File: src/rtl/timer_pkg.sv
`default_nettype none
// +----------------------------------------------------------------------+
// | Package     : timer_pkg                                              |
// | Description : Shared field widths, wrap limits and channel state     |
// |               encoding for the multi_timer countdown channels.       |
// | Revision    : 1.0 - initial release                                  |
// +----------------------------------------------------------------------+
package timer_pkg;

  localparam int HOUR_W  = 5;
  localparam int MIN_W   = 6;
  localparam int SEC_W   = 6;
  localparam int SEC_MAX = 59;
  localparam int MIN_MAX = 59;

  typedef enum logic [1:0] {
    ST_IDLE   = 2'd0,
    ST_RUN    = 2'd1,
    ST_PAUSED = 2'd2,
    ST_DONE   = 2'd3
  } state_e;

endpackage
`default_nettype wire

File: src/rtl/timer_channel.sv
`default_nettype none
// +----------------------------------------------------------------------+
// | Module      : timer_channel                                          |
// | Description : One HH:MM:SS countdown channel with reload register,   |
// |               IDLE/RUN/PAUSED/DONE control and sticky done flag.     |
// |               Optional auto-reload at expiry: TIMER_AUTORELOAD_EN.   |
// | Revision    : 1.0 - initial release                                  |
// +----------------------------------------------------------------------+
module timer_channel
  import timer_pkg::*;
#(
  parameter int HOUR_MAX = 23
) (
  input  logic              clk_i,
  input  logic              rst_i,
  input  logic              sel_i,
  input  logic              set_mode_i,
  input  logic              inc_hours_i,
  input  logic              inc_minutes_i,
  input  logic              inc_seconds_i,
  input  logic              start_i,
  input  logic              stop_i,
  input  logic              clear_i,
`ifdef TIMER_AUTORELOAD_EN
  input  logic              autoreload_i,
`endif
  output logic [HOUR_W-1:0] hours_o,
  output logic [MIN_W-1:0]  minutes_o,
  output logic [SEC_W-1:0]  seconds_o,
  output logic              running_o,
  output logic              done_o,
  output logic              done_pulse_o
);

  state_e            state_q, state_d;
  logic [HOUR_W-1:0] hours_q, hours_d, rl_hours_q, rl_hours_d;
  logic [MIN_W-1:0]  minutes_q, minutes_d, rl_minutes_q, rl_minutes_d;
  logic [SEC_W-1:0]  seconds_q, seconds_d, rl_seconds_q, rl_seconds_d;
  logic              done_q, done_d;
  logic              pulse_q, pulse_d;
`ifdef TIMER_AUTORELOAD_EN
  logic              ar_q, ar_d;
`endif

  logic w_cmd_clear, w_cmd_stop, w_cmd_start, w_cmd_inc;
  logic w_tick, w_count_zero, w_count_one;

  // Only the highest-priority asserted command is considered; the rest are dropped.
  assign w_cmd_clear  = sel_i & clear_i;
  assign w_cmd_stop   = sel_i & ~clear_i & stop_i;
  assign w_cmd_start  = sel_i & ~clear_i & ~stop_i & start_i;
  assign w_cmd_inc    = sel_i & ~clear_i & ~stop_i & ~start_i & set_mode_i &
                        (inc_hours_i | inc_minutes_i | inc_seconds_i);
  // A running channel counts unless this edge clears or pauses it.
  assign w_tick       = (state_q == ST_RUN) & ~w_cmd_clear & ~w_cmd_stop;
  assign w_count_zero = (hours_q == '0) && (minutes_q == '0) && (seconds_q == '0);
  assign w_count_one  = (hours_q == '0) && (minutes_q == '0) && (seconds_q == SEC_W'(1));

  // State register for count, reload value, control state and status flags.
  always_ff @(posedge clk_i or posedge rst_i) begin
    if (rst_i) begin
      state_q      <= ST_IDLE;
      hours_q      <= '0;
      minutes_q    <= '0;
      seconds_q    <= '0;
      rl_hours_q   <= '0;
      rl_minutes_q <= '0;
      rl_seconds_q <= '0;
      done_q       <= 1'b0;
      pulse_q      <= 1'b0;
`ifdef TIMER_AUTORELOAD_EN
      ar_q         <= 1'b0;
`endif
    end else begin
      state_q      <= state_d;
      hours_q      <= hours_d;
      minutes_q    <= minutes_d;
      seconds_q    <= seconds_d;
      rl_hours_q   <= rl_hours_d;
      rl_minutes_q <= rl_minutes_d;
      rl_seconds_q <= rl_seconds_d;
      done_q       <= done_d;
      pulse_q      <= pulse_d;
`ifdef TIMER_AUTORELOAD_EN
      ar_q         <= ar_d;
`endif
    end
  end

  // Next-state: command decode followed by the per-second borrow countdown.
  always_comb begin
    state_d      = state_q;
    hours_d      = hours_q;
    minutes_d    = minutes_q;
    seconds_d    = seconds_q;
    rl_hours_d   = rl_hours_q;
    rl_minutes_d = rl_minutes_q;
    rl_seconds_d = rl_seconds_q;
    done_d       = done_q;
    pulse_d      = 1'b0;
`ifdef TIMER_AUTORELOAD_EN
    ar_d         = ar_q;
`endif

    if (w_cmd_clear) begin
      state_d      = ST_IDLE;
      hours_d      = '0;
      minutes_d    = '0;
      seconds_d    = '0;
      rl_hours_d   = '0;
      rl_minutes_d = '0;
      rl_seconds_d = '0;
      done_d       = 1'b0;
`ifdef TIMER_AUTORELOAD_EN
      ar_d         = 1'b0;
`endif
    end else if (w_cmd_stop) begin
      if (state_q == ST_RUN) state_d = ST_PAUSED;
    end else if (w_cmd_start && (state_q != ST_RUN)) begin
      if (state_q == ST_PAUSED) begin
        state_d = ST_RUN;
      end else if (!w_count_zero && !set_mode_i) begin
        state_d      = ST_RUN;
        rl_hours_d   = hours_q;
        rl_minutes_d = minutes_q;
        rl_seconds_d = seconds_q;
`ifdef TIMER_AUTORELOAD_EN
        ar_d         = autoreload_i;
`endif
      end
    end else if (w_cmd_inc && (state_q != ST_RUN)) begin
      if (inc_hours_i)
        hours_d = (hours_q == HOUR_W'(HOUR_MAX)) ? '0 : hours_q + HOUR_W'(1);
      if (inc_minutes_i)
        minutes_d = (minutes_q == MIN_W'(MIN_MAX)) ? '0 : minutes_q + MIN_W'(1);
      if (inc_seconds_i)
        seconds_d = (seconds_q == SEC_W'(SEC_MAX)) ? '0 : seconds_q + SEC_W'(1);
      if (state_q == ST_DONE) begin
        state_d = ST_IDLE;
        done_d  = 1'b0;
      end
    end else if (w_tick) begin
      if (w_count_one) begin
        pulse_d = 1'b1;
        done_d  = 1'b1;
`ifdef TIMER_AUTORELOAD_EN
        if (ar_q) begin
          hours_d   = rl_hours_q;
          minutes_d = rl_minutes_q;
          seconds_d = rl_seconds_q;
        end else begin
          seconds_d = '0;
          state_d   = ST_DONE;
        end
`else
        seconds_d = '0;
        state_d   = ST_DONE;
`endif
      end else if (seconds_q != '0) begin
        seconds_d = seconds_q - SEC_W'(1);
      end else begin
        seconds_d = SEC_W'(SEC_MAX);
        if (minutes_q != '0) begin
          minutes_d = minutes_q - MIN_W'(1);
        end else begin
          minutes_d = MIN_W'(MIN_MAX);
          hours_d   = hours_q - HOUR_W'(1);
        end
      end
    end
  end

  assign hours_o      = hours_q;
  assign minutes_o    = minutes_q;
  assign seconds_o    = seconds_q;
  assign running_o    = (state_q == ST_RUN);
  assign done_o       = done_q;
  assign done_pulse_o = pulse_q;

endmodule
`default_nettype wire

File: src/rtl/multi_timer.sv
`default_nettype none
// +----------------------------------------------------------------------+
// | Module      : multi_timer                                            |
// | Description : N_CH independent HH:MM:SS countdown timers on a 1 Hz   |
// |               clock, addressed through ch_sel, with per-channel      |
// |               status and a combinational readback mux.               |
// |               Optional feature macro: TIMER_AUTORELOAD_EN.           |
// | Revision    : 1.0 - initial release                                  |
// +----------------------------------------------------------------------+
module multi_timer
  import timer_pkg::*;
#(
  parameter int N_CH     = 4,
  parameter int HOUR_MAX = 23
) (
  input  logic                                     clk_1Hz,
  input  logic                                     reset,
  input  logic [((N_CH > 1) ? $clog2(N_CH) : 1)-1:0] ch_sel,
  input  logic                                     set_mode,
  input  logic                                     inc_hours,
  input  logic                                     inc_minutes,
  input  logic                                     inc_seconds,
  input  logic                                     start,
  input  logic                                     stop,
  input  logic                                     clear,
  input  logic                                     autoreload,
  output logic [4:0]                               sel_hours,
  output logic [5:0]                               sel_minutes,
  output logic [5:0]                               sel_seconds,
  output logic [N_CH-1:0]                          running,
  output logic [N_CH-1:0]                          done,
  output logic [N_CH-1:0]                          done_pulse,
  output logic                                     any_done
);

  localparam int CH_W = (N_CH > 1) ? $clog2(N_CH) : 1;

  logic [HOUR_W-1:0] w_hours   [N_CH];
  logic [MIN_W-1:0]  w_minutes [N_CH];
  logic [SEC_W-1:0]  w_seconds [N_CH];

`ifndef TIMER_AUTORELOAD_EN
  // The auto-reload request has no effect when the feature is not built.
  logic w_unused_autoreload;
  assign w_unused_autoreload = autoreload;
`endif

  generate
    for (genvar gi = 0; gi < N_CH; gi++) begin : g_ch
      timer_channel #(
        .HOUR_MAX (HOUR_MAX)
      ) u_ch (
        .clk_i         (clk_1Hz),
        .rst_i         (reset),
        .sel_i         (ch_sel == CH_W'(gi)),
        .set_mode_i    (set_mode),
        .inc_hours_i   (inc_hours),
        .inc_minutes_i (inc_minutes),
        .inc_seconds_i (inc_seconds),
        .start_i       (start),
        .stop_i        (stop),
        .clear_i       (clear),
`ifdef TIMER_AUTORELOAD_EN
        .autoreload_i  (autoreload),
`endif
        .hours_o       (w_hours[gi]),
        .minutes_o     (w_minutes[gi]),
        .seconds_o     (w_seconds[gi]),
        .running_o     (running[gi]),
        .done_o        (done[gi]),
        .done_pulse_o  (done_pulse[gi])
      );
    end
  endgenerate

  // Zero-latency readback of the addressed channel; out-of-range selects read zero.
  always_comb begin
    sel_hours   = '0;
    sel_minutes = '0;
    sel_seconds = '0;
    for (int i = 0; i < N_CH; i++) begin
      if (ch_sel == CH_W'(i)) begin
        sel_hours   = w_hours[i];
        sel_minutes = w_minutes[i];
        sel_seconds = w_seconds[i];
      end
    end
  end

  assign any_done = |done;

endmodule
`default_nettype wire

File: config.mk
export PLATFORM = sky130hd
export DESIGN_NAME = multi_timer
export DESIGN_NICKNAME = d
export VERILOG_FILES = /design/src/rtl/timer_pkg.sv /design/src/rtl/timer_channel.sv /design/src/rtl/multi_timer.sv
export SDC_FILE = /design/constraint.sdc
export NUM_CORES = 1
export LEC_CHECK = 0
export ABC_AREA = 0
export BUFFER_PORTS_ARGS = -buffer_cell sky130_fd_sc_hd__buf_4
export CORE_MARGIN = 10
export CORE_UTILIZATION = 45
export CTS_BUF_LIST = sky130_fd_sc_hd__clkbuf_8
export CTS_CLUSTER_DIAMETER = 40
export CTS_CLUSTER_SIZE = 12
export DETAILED_ROUTE_END_ITERATION = 6
export PLACE_DENSITY_LB_ADDON = 0.05
export SYNTH_ARGS = -nofsm -noshare
export SYNTH_HDL_FRONTEND = slang
export SYNTH_SLANG_ARGS = --single-unit
File: constraint.sdc
create_clock -name clk_1Hz -period 2.5 [get_ports clk_1Hz]
set_input_delay 0.5 -clock clk_1Hz [delete_from_list [all_inputs] [get_ports clk_1Hz]]
set_output_delay 0.5 -clock clk_1Hz [all_outputs]
set_load 0.05 [all_outputs]
==> results.md, run 1 <==
- The synthesized design spends more area on one cell type than any other, namely sky130_fd_sc_hd__dfrtp_1.
- Timing would allow up to 422 MHz.
- The kind of capture point of the worst setup path is a flop.
- The sum of net half-perimeters after detailed placement is 20,600 µm.
- The number of placed I/O pins is 42.
- Before antenna repair, the detailed router went through 5 iterations.
- A synthesized cell averages 8.11 µm².
- Counting every net in the synthesized netlist gives 1,047.
- The gate count of the mapped netlist is 995.
- The flip-flop and latch count after synthesis is 84.
- The final total negative setup slack is 0 ns.
- The slew at the pin closest to its max-slew limit is 0.784 ns.
- The initial antenna violation count is 2.
- Counting every sink on the clock net gives 84.
- The post-route clock period utilization is 94.9%.
- The origin of the worst setup path is g_ch[0].u_ch.hours_o[0].
- The clock reaches the later pin of the worst-skew pair after 0.39 ns.
- The sequential cells in the finished layout cover a total of 2100 µm².
- At the worst endpoint, the arrival time is 2.65 ns.
- In this run the power spent charging and discharging nets is 5.17 mW.
- Setup slack on the critical path of the routed design comes to 0.128 ns.
- After detailed routing, the average wire length per cell comes to 20.7 µm.
- Sorting the synthesized cells by how often they occur yields sky130_fd_sc_hd__o21ai_0 (88), sky130_fd_sc_hd__nand2_1 (85), sky130_fd_sc_hd__dfrtp_1 (84), sky130_fd_sc_hd__nor2_1 (71), sky130_fd_sc_hd__a21oi_1 (66).
- The share of async-settable or async-resettable flops after synthesis is 100%.
- Across the run, the number of max-cap violations was 0.
- The critical setup path kind is reg2reg.
- The global routing met1 resource utilization is 31.0%.
- The final antenna-violating net count is 0.
- Input and output buffers added on the ports amount to 40.
- The area growth from synthesis to layout is 18.6%.
- The total overflow left after global routing is 0.
- After global routing, the most crowded layer is met2.
- The H-tree was split into 3 levels.
- The launching point of the worst reg2reg path is g_ch[0].u_ch.hours_o[0].
- STA puts the critical path data required time at 2.78 ns.
- The post-layout instance count excluding filler cells is 1,329.
- The number of vias in the routed layout is 8,340.
- The number of slew-limit violations in the final report is 0.
- Cells fill 55.0% of the core in the end.
- The unique cell type count in the Yosys netlist is 82.
- The proportion of total power due to net switching is 49.4%.
- The most repeated cell in the gate-level netlist after synthesis is sky130_fd_sc_hd__o21ai_0.
- In the final design database the tool counted 1,150 nets.
- The power density over the cells is 1090 nW/µm².
- In this run, placement finished with an instance count of 1,311.
- The maximum buffer depth of the clock tree is 2.
- The share of the Yosys chip area taken by registers is 26.0%.
- The floorplan step defined a die boundary enclosing 23,700 µm².
- The power share of the clock group is 10.7%.
- For this run, the number of Yosys warnings is 0.
- The width of the die is 154 µm.
- The die height is 154 µm.
- The total global routing track utilization is 22.8%.
- The number of violations reported at the end of detailed-routing iteration 0 is 849.
- The number of CTS-inserted buffers is 9.
- By area the synthesized netlist is led by sky130_fd_sc_hd__dfrtp_1 (26%), sky130_fd_sc_hd__ha_1 (6.2%), sky130_fd_sc_hd__o21ai_0 (5.5%).
- The final-report hold violation count is 0.
- In this run the core area contains 48 standard-cell rows.
- The worst-case vdd ir drop is 549 µV.
- The number of global-route vias before repair is 7,738.
- The number of DRC violations after detailed routing is 0.
- The internal power of the cells is 5.29 mW.
- The master cell of the clock root buffer is sky130_fd_sc_hd__clkbuf_8.
- The worst setup slack after placement is -0.0420 ns.
- The first-pass GRT wire length is 44,300 µm.
- The standby leakage power is 4.01 nW.
- The flow ran to the end, and the final reports show no timing, DRC or antenna violations.
- Summing all multi-input logic gate instances after layout gives 5420 µm².
- The maximum fanout along the worst path is 3.
- The layout cell share with drive strength beyond 1 is 23.0%.
- The count of filler cells inserted in the layout is 1,704.
- Setup repair after global routing left no endpoint under its margin.
- The effective utilization at floorplan is 46.4%.
- The area of the core is 17,400 µm².
- Summed over all layers, the routed wires come to 27,500 µm.
- The predominant post-synthesis flop cell is sky130_fd_sc_hd__dfrtp_1.
- Clock-pin slew was measured on the worst setup and hold paths at 0.09 ns.
- The post-route minimum period is 2.37 ns.
- Global routing used 36.6% of the available met2 tracks.
- The category of the worst setup path launch point is a flop.
- The final setup violation count is 0.
- The routability-driven placement congestion ratio is 0.925.
- The power share of the combinational group is 66.8%.
- Entering global routing, the biggest net connects 85 pins.
- TritonCTS built the clock tree.
- The met3 global-route usage is 2.79%.
- Counting flops with a built-in enable in the synthesized netlist gives 0.
- The fraction of post-synthesis cell area in the top cell type by area is 26.0%.
- After detailed routing, the number of vias per cell comes to 6.28.
- The clock tree skew after final layout is 0.0151 ns.
- In this run the cell area of the synthesized design comes to 8070 µm².
- The proportion of power drawn by flip-flops and latches is 22.5%.
- Headroom to the max-slew limit came out at 47.6%.
- In this run the worst hold path is classified as in2async.
==> cell families (layout without fill, tap and decap cells) <==
family / after synthesis / count (layout) / synth area share (%)
adder cells (fa/ha/maj): 40 / 40 / 6.20
flip-flops: 84 / 84 / 26.0
other: 0 / 2 / 0
AND/OR/NAND/NOR: 363 / 363 / 24.7
XOR/XNOR: 29 / 29 / 3.15
AO/OA/AOI/OAI: 320 / 320 / 25.7
multiplexers: 35 / 35 / 7.13
buffers and inverters: 124 / 231 / 7.04
==> registers in the layout, indices dropped and copies added, names as in the netlist <==
signal and cells:
g_ch.u_ch.minutes_o 24, g_ch.u_ch.seconds_o 24, g_ch.u_ch.hours_o 20, g_ch.u_ch.state_q 8, g_ch.u_ch.done_o 4, g_ch.u_ch.done_pulse_o 4
==> path summary, 6_finish.rpt <==
kind	slack (ns)	depth (start not counted)	end
worst min-delay path	0.23	3	g_ch[1].u_ch.hours_o[2]
worst max-delay path	0.13	8	g_ch[0].u_ch.state_q[0]
worst max register to register	0.13	8	g_ch[0].u_ch.state_q[0]
worst min register to register	0.54	1	g_ch[3].u_ch.state_q[1]
max in group asynchronous	1.84	3	g_ch[2].u_ch.done_pulse_o
min in group clk_1Hz	0.54	1	g_ch[3].u_ch.state_q[1]
==> cell type report <==
| class | count | area share, % |
|---|---|---|
| multi-input combinational | 787 | 56.6 |
| sequential | 84 | 21.9 |
| timing repair buffer | 177 | 14.8 |
| tap | 225 | 2.94 |
| inverter | 39 | 1.57 |
| clock buffer | 9 | 1.29 |
| clock inverter | 6 | 0.849 |
| antenna | 2 | 0.0523 |
==> worst max-delay path, cell delays in order (launching register included) <==
cell                       delay [ns]
sky130_fd_sc_hd__dfrtp_1         0.38
sky130_fd_sc_hd__inv_1           0.10
sky130_fd_sc_hd__ha_1            0.17
sky130_fd_sc_hd__nor4b_1         0.29
sky130_fd_sc_hd__buf_4           0.18
sky130_fd_sc_hd__nand2_1         0.06
sky130_fd_sc_hd__or3_1           0.37
sky130_fd_sc_hd__a311oi_2        0.34
sky130_fd_sc_hd__mux2_2          0.37
==> placed cells by master (no fill, tap or decap), drive strengths merged, types with 10 or more instances in the layout <==
cell / count
o211ai: 12
a31oi: 25
nor2b: 11
nor2: 71
nor4: 12
a21oi: 66
nand2b: 17
nand3: 35
mux2: 10
and3: 10
mux4: 17
nand4: 19
ha: 40
o21ai: 108
inv: 39
o31ai: 16
nor3: 38
nand2: 87
xnor2: 20
dfrtp: 84
buf: 177
==> routing by layer <==
metal	vias to the layer above	part of all wire, %
li1	3917	-
met1	4002	44
met2	373	47
met3	46	6.7
met4	2	1.9
met5	-	0.047
==> power groups by stage <==
stage	clock, mW	combinational [mW]	sequential (mW)
5_1_grt	1.19	7.67	2.43
2_1_floorplan	0	4.56	2.34
4_1_cts	1.14	6.90	2.34
6_report	1.12	6.99	2.35
3_3_place_gp	0	6.84	2.35
3_5_place_dp	0	6.87	2.37
==> per-stage QoR <==
step                      area [µm²]  power (mW)  hold WS, ns
after detailed placement        9350        9.24        0.520
after global routing            9570        11.3        0.263
after floorplan                 8080        6.90        0.488
after CTS                       9550        10.4        0.255
final                           9580        10.5        0.226
after global placement          9350        9.19        0.512
==> what timing repair did <==
action / in CTS / in global routing
endpoints found under the setup margin: 0 / 10
buffers inserted: 0 / 1
hold buffers: 0 / 0
resized for setup: 0 / 3
Power figures use the tool's default switching activity.
==> run 2: changes to the inputs <==
Settings changed: BUFFER_PORTS_ARGS -buffer_cell sky130_fd_sc_hd__buf_4 to unset, CORE_ASPECT_RATIO set to 1.4, DONT_BUFFER_PORTS set to 1.
==> run 2 against run 1 <==
Via count fell by 2.4%; hold slack got worse by 0.14 ns; sequential power barely moved; first-iteration DRC count shrank 23%; die area rose by 0.32%; clock power shrank 6%; worst setup slack worse by 0.025 ns.
==> results.md, run 2 (synthesized netlist as in run 1, its figures left out) <==
- The final antenna-violating net count is 0 (unchanged).
- The worst setup path is of the reg2reg kind.
- The maximum fanout along the worst path is 4 (+1).
- The maximum number of pins on one net before global-route repair is 34 (-60%).
- The number of rows created at floorplan is 57 (+19%).
- The number of placed I/O pins was 42 (unchanged).
- The insertion delay of the later-clocked pin in the worst-skew pair is 0.39 ns (about the same).
- The vias per cell is 6.36 (+1.4%).
- In the layout the commonest cells are sky130_fd_sc_hd__buf_4 (111), sky130_fd_sc_hd__o21ai_0 (88), sky130_fd_sc_hd__nand2_1 (85).
- Walking the worst path, the cells encountered are inv_2, ha_2, nor4b_4, nand4_1, or4_4, a211o_1, mux2_1.
- The worst-case vdd ir drop is 500 µV (-8.8%).
- The power spent charging and discharging nets is 5.03 mW (-2.7%).
- The clock net sink count is 84 (unchanged).
- The relative slew slack is 19.9% (-28 points).
- The cts-stage hold buffer count is 0 (unchanged).
- The post-route minimum period is 2.40 ns (+0.0254 ns).
- The detailed-router iteration count before antenna repair came to 5 (unchanged).
- The power share of the clock group is 10.5% (-0.2 points).
- The wire length after detailed routing is 27,400 µm (-0.42%).
- The diode insertion count for antenna repair is 0 (-2).
- The initial antenna violation count is 0 (-2).
- The die height is 178 µm (+16%).
- The maximum buffer depth of the clock tree is 2 (unchanged).
- The slew at the pin closest to its max-slew limit is 1.19 ns (+0.408 ns).
- The number of slew-limit violations in the final report was 0 (unchanged).
- The final-report hold violation count is 0 (unchanged).
- The number of H-tree branching levels is 3 (unchanged).
- The internal power of the cells came to 5.01 mW (-5.3%).
- The delay of the slowest cell on the worst path is 0.45 ns (+0.07 ns).
- The post-route clock period utilization is 95.9% (+1.0 points).
- The number of port buffers is 0 (-100%).
- The proportion of total power due to net switching came to 50.1% (+0.68 points).
- The number of global-route vias before repair was 7,965 (+2.9%).
- The TritonCTS clock tree is done.
- The number of vias in the routed layout is 8,142 (-2.4%).
- The routed wire length per instance is 21.4 µm (+3.4%).
- The standby leakage power is 3.73 nW (-7.1%).
- The cell with the biggest individual delay on the critical path is sky130_fd_sc_hd__or4_4.
- The kind of capture point of the worst setup path is a flop.
- The area overhead of the layout relative to synthesis is 13.5%.
- The power share of the combinational group was 65.8% (-1.0 points).
- The library cell used most frequently in the layout, excluding fill and tap cells, is sky130_fd_sc_hd__buf_4.
- The number of cell instances on the worst register-to-register path was 7 (-1).
- Setup repair after global routing left no endpoint under its margin.
- The maximum clock frequency is 417 MHz (-1.1%).
- The critical path data required time was 2.75 ns (-0.03 ns).
- The master cell of the clock root buffer is sky130_fd_sc_hd__clkbuf_8.
- The total global routing track utilization is 23.0% (+0.23 points).
- The width of the die is 133 µm (-13%).
- The layout cell share with drive strength beyond 1 came to 19.2% (-3.8 points).
- The clock transition at the registers of the reported paths is 0.10 ns (about the same).
- The first-pass GRT wire length is 44,000 µm (-0.67%).
- The full die area is 23,800 µm² (+0.32%).
- The number of CTS-inserted buffers came to 9 (unchanged).
- The final total negative setup slack came to 0 ns (unchanged).
- The flow ran to the end, and the final reports show no timing, DRC or antenna violations.
- The effective utilization at floorplan was 46.2% (-0.15 points).
- The critical path data arrival time is 2.65 ns (about the same).
- The final setup violation count is 0 (unchanged).
- The power density over the cells is 1100 nW/µm² (+0.36%).
- The sum of net half-perimeters after detailed placement is 20,900 µm (+1.3%).
- The number of max-capacitance violations reported came to 0 (unchanged).
- The class of the tightest hold or removal check is in2async.
- The number of violations reported at the end of detailed-routing iteration 0 is 653 (-23%).
- The worst setup path is launched from a flop.
- The area of the core is 17,500 µm² (+0.32%).
- The final global-route overflow total is 0 (unchanged).
- The overall power after layout is 10.0 mW (-4.0%).
- The clock tree skew after final layout is 0.0211 ns (+0.00601 ns).
- The number of DRC violations after detailed routing is 0 (unchanged).
- The count of nets after finishing came to 1,091 (-5.1%).
- The routability-driven placement congestion ratio is 0.958 (+3.6%).
- The proportion of power drawn by flip-flops and latches is 23.7% (+1.2 points).
run 2: cell count changes in the layout (fill, tap and decap cells not counted), sizes merged:
| cell | before | now |
|---|---|---|
| clkinv | 2 | 3 |
| inv | 39 | 40 |
| diode | 2 | 0 |
| bufinv | 2 | 1 |
| buf | 177 | 118 |
| clkinvlp | 2 | 1 |
| clkbuf | 9 | 10 |
run 2: metal layers:
| metal | up-vias | wire length [µm] | share of wire [%] | GRT usage [%] |
|---|---|---|---|---|
| met5 | - | 0 | 0 | 0 |
| met4 | 0 | 862 | 3.1 | 9.05 |
| met3 | 72 | 1470 | 5.4 | 3.86 |
| met2 | 283 | 14100 | 51 | 41.4 |
| met1 | 3992 | 11000 | 40 | 26.6 |
| li1 | 3795 | - | - | - |
run 2: power by group through the flow:
stage               logic (mW)  clock network, mW  registers [mW]
global placement          6.37                  0            2.36
finish                    6.61               1.05            2.37
detailed placement        6.51                  0            2.38
floorplan                 4.56                  0            2.34
global route              7.26               1.12            2.46
CTS                       6.54               1.06            2.36
run 2: final timing paths:
kind | start | to | slack, ns
max in group asynchronous | reset | g_ch[3].u_ch.state_q[0] | 1.78
hold reg to reg | g_ch[0].u_ch.state_q[1] | g_ch[0].u_ch.state_q[1] | 0.55
hold / removal | reset | g_ch[0].u_ch.minutes_o[4] | 0.09
min in group clk_1Hz | inc_minutes | g_ch[1].u_ch.minutes_o[2] | 0.34
setup reg to reg | g_ch[3].u_ch.hours_o[0] | g_ch[3].u_ch.state_q[1] | 0.10
setup / recovery | g_ch[3].u_ch.hours_o[0] | g_ch[3].u_ch.state_q[1] | 0.10
run 2: repair_timing:
| action | in CTS | in global routing |
|---|---|---|
| setup endpoints to repair | 0 | 13 |
| buffers inserted | 0 | 1 |
| resized for setup | 0 | 10 |
run 2: per-stage QoR:
step / instances / utilization [%] / setup WS [ns] / hold WS [ns] / cell area, µm²
detailed placement: 1263 / 51.0 / 0.0621 / 0.521 / 8920
global placement: 1263 / 51.0 / 0.0935 / 0.509 / 8920
global route: 1280 / 52.4 / 0.00151 / 0.121 / 9160
CTS: 1279 / 52.1 / 0.0284 / 0.106 / 9110
floorplan: 995 / - / 0.120 / 0.488 / 8080
finish: 1280 / 52.4 / 0.103 / 0.0903 / 9160
run 2: final cells by class:
type	instances	area [µm²]
clock buffers	10	138
clock inverters	6	56.3
fillers	1687	8310
inverters	39	150
multi-input cells	787	5450
flip-flops and latches	84	2100
well taps	236	295
repair buffers	118	973
run 2: worst max-delay path, delay by kind of cell (launching register included):
family,cells,cell delay [ns]
simple gates,3,0.94
flops,1,0.40
compound gates,1,0.34
mux,1,0.31
fa+ha+maj,1,0.18
buf+inv,1,0.09
==> run 3: changes to the inputs <==
--- a/config.mk
+++ b/config.mk
@@ -15,5 +15,7 @@
 export DETAILED_ROUTE_END_ITERATION = 6
 export DONT_BUFFER_PORTS = 1
+export MAX_ROUTING_LAYER = met4
 export PLACE_DENSITY_LB_ADDON = 0.05
+export SETUP_SLACK_MARGIN = 0.02
 export SYNTH_ARGS = -nofsm -noshare
 export SYNTH_HDL_FRONTEND = slang
==> constraint.sdc (replaced) <==
create_clock -name clk_1Hz -period 2.5 [get_ports clk_1Hz]
set_input_delay 0.375 -clock clk_1Hz [delete_from_list [all_inputs] [get_ports clk_1Hz]]
set_output_delay 0.375 -clock clk_1Hz [all_outputs]
set_load 0.05 [all_outputs]
==> run 3 against run 2 <==
Combinational power fell by 2%; total power fell by 0.36%; critical path depth did not move; utilization fell by 0.49 points; via count fell by 0.60%; routed wire length rose by 0.46%; clock power barely moved; critical endpoint unchanged; highest routed layer unchanged.
==> results.md, run 3 (synthesized netlist as in run 1, its figures left out) <==
- The flow ran to the end, and the final reports show no timing, DRC or antenna violations.
- The layout cell share with drive strength beyond 1 is 18.7% (-0.43 points).
- The number of H-tree branching levels is 3 (unchanged).
- The critical path in this run is classified as reg2reg.
- The first-pass GRT wire length is 43,900 µm (-0.30%).
- The proportion of power drawn by flip-flops and latches is 24.5% (+0.8 points).
- The power share of the combinational group is 64.8% (-1.0 points).
- The number of max-capacitance violations reported came to 0 (unchanged).
- The insertion delay of the later-clocked pin in the worst-skew pair is 0.39 ns (about the same).
- The number of cell instances on the worst register-to-register path is 7 (unchanged).
- The power share of the clock group is 10.7% (+0.2 points).
- The post-route minimum period came to 2.40 ns (+0.00150 ns).
- The slew at the pin closest to its max-slew limit was 0.738 ns (-0.454 ns).
- The class of the tightest hold or removal check is in2async.
- The initial antenna violation count was 0 (unchanged).
- The count of filler cells inserted in the layout is 1,705 (+1.1%).
- The clock net sink count came to 84 (unchanged).
- The number of vias in the routed layout was 8,093 (-0.60%).
- The worst-case vdd ir drop is 548 µV (+9.5%).
- The maximum buffer depth of the clock tree was 2 (unchanged).
- The total global routing track utilization is 23.7% (+0.66 points).
- The width of the die is 133 µm (unchanged).
- The delay of the slowest cell on the worst path is 0.53 ns (+0.08 ns).
- The area of the core is 17,500 µm² (unchanged).
- The critical path data required time is 2.77 ns (+0.02 ns).
- The kind of capture point of the worst setup path is a flop.
- The critical path data arrival time is 2.67 ns (+0.02 ns).
- The count of nets after finishing is 1,088 (-0.27%).
- The proportion of total power due to net switching is 50.3% (+0.16 points).
- The post-route clock period utilization is 96.0% (about the same).
- The maximum number of pins on one net before global-route repair is 49 (+44%).
- The maximum clock frequency is 417 MHz (about the same).
- The master cell of the clock root buffer is sky130_fd_sc_hd__clkbuf_8.
- The maximum fanout along the worst path is 4 (unchanged).
- The final global-route overflow total is 0 (unchanged).
- Setup repair after global routing left no endpoint under its margin.
- The routability-driven placement congestion ratio is 0.947 (-1.1%).
- The standby leakage power is 3.69 nW (-1.1%).
- The number of CTS-inserted buffers is 9 (unchanged).
- The routed wire length per instance was 21.6 µm (+0.70%).
- The number of global-route vias before repair was 8,084 (+1.5%).
- The number of DRC violations after detailed routing is 0 (unchanged).
- The number of violations reported at the end of detailed-routing iteration 0 is 593 (-9.2%).
- Leaving out fill and tap cells, the most frequent cell in the layout is sky130_fd_sc_hd__buf_4.
- The final setup violation count is 0 (unchanged).
- The clock tree skew after final layout is 0.00958 ns (-0.0115 ns).
- The diode insertion count for antenna repair is 0 (unchanged).
- The worst setup path is launched from a flop.
- The area after detailed placement is 8830 µm² (-0.98%).
- The number of slew-limit violations in the final report was 0 (unchanged).
- The number of placed I/O pins is 42 (unchanged).
- The final-report hold violation count is 0 (unchanged).
- The relative slew slack is 50.7% (+31 points).
- The TritonCTS clock tree is done.
- The wire length after detailed routing came to 27,500 µm (+0.46%).
- The number of port buffers was 0 (unchanged).
- The area taken by multi-input logic gates came to 5420 µm² (-0.41%).
- The signal on the critical path passes through inv_2, ha_1, nor4b_4, nand4_1, or4_4, a211o_1, mux2_1.
- Leaving out fill and tap cells, the most frequent cells in the layout are sky130_fd_sc_hd__buf_4 (112), sky130_fd_sc_hd__o21ai_0 (88), sky130_fd_sc_hd__nand2_1 (85).
- The area overhead of the layout relative to synthesis is 12.4%.
- The internal power of the cells is 4.97 mW (-0.67%).
- The cell with the biggest individual delay on the critical path is sky130_fd_sc_hd__or4_4.
- The final non-filler cell area is 9070 µm² (-0.94%).
- The vias per cell came to 6.34 (-0.37%).
- The detailed-router iteration count before antenna repair came to 5 (unchanged).
- The overall power after layout was 10.0 mW (-0.36%).
- The effective utilization at floorplan is 46.2% (unchanged).
- The full die area is 23,800 µm² (unchanged).
- The final antenna-violating net count is 0 (unchanged).
- The sum of net half-perimeters after detailed placement is 20,900 µm (+0.32%).
- The die height is 178 µm (unchanged).
- The power density over the cells is 1100 nW/µm² (+0.59%).
- The cts-stage hold buffer count was 0 (unchanged).
- The power spent charging and discharging nets was 5.02 mW (about the same).
- The final total negative setup slack was 0 ns (unchanged).
- The number of rows created at floorplan is 57 (unchanged).
- The clock transition at the registers of the reported paths is 0.09 ns (about the same).
- The flip-flop and latch area came to 2100 µm² (unchanged).
[run 3: power by group through the flow]
stage               clock [mW]  sequential, mW  combinational (mW)
CTS                       1.10            2.44                6.40
floorplan                    0            2.34                4.56
global route              1.14            2.52                7.10
finish                    1.07            2.45                6.48
global placement             0            2.44                6.24
detailed placement           0            2.46                6.37
[run 3: critical path, delay by kind of cell (launching register included)]
kind	cells	cell delay [ns]
compound gates	1	0.30
fa+ha+maj	1	0.15
buf+inv	1	0.08
flops	1	0.40
mux	1	0.32
simple gates	3	1.02
[run 3: repair_timing]
action                                  in CTS  in global routing
gates resized for setup                      0                  6
endpoints found under the setup margin       0                  7
setup buffers                                0                  3
[run 3: path summary, 6_finish.rpt]
check	start	end	slack [ns]
max reg2reg	g_ch[3].u_ch.hours_o[0]	g_ch[3].u_ch.state_q[1]	0.10
min in group clk_1Hz	inc_minutes	g_ch[1].u_ch.minutes_o[2]	0.18
min reg2reg	g_ch[0].u_ch.state_q[1]	g_ch[0].u_ch.state_q[1]	0.56
min	reset	g_ch[0].u_ch.minutes_o[1]	0.002
max in group asynchronous	reset	g_ch[1].u_ch.state_q[0]	1.94
max	g_ch[3].u_ch.hours_o[0]	g_ch[3].u_ch.state_q[1]	0.10
[run 3: per-layer routing]
layer	GRT usage, %	routed length, µm	up-vias
met5	-	0	-
met4	9.05	752	0
met3	2.65	1300	52
met2	42.7	14500	278
met1	26.3	10900	3971
li1	-	-	3792
[run 3: through the flow]
stage	utilization, %	hold slack, ns	std cells	setup WS [ns]
after detailed placement	50.5	0.435	1258	0.0723
final	51.9	0.00199	1277	0.101
after floorplan	-	0.488	995	0.158
after global placement	50.5	0.429	1258	0.129
after global routing	51.9	0.0443	1277	0.0194
after CTS	51.7	0.00945	1274	0.0271
[run 3: area by class of cell]
class                   count  area share, %
repair buffers            115           9.93
inverters                  39           1.65
flip-flops and latches     84           23.2
clock inverters             5          0.565
clock buffers              11           1.67
multi-input cells         787           59.8
well taps                 236           3.25
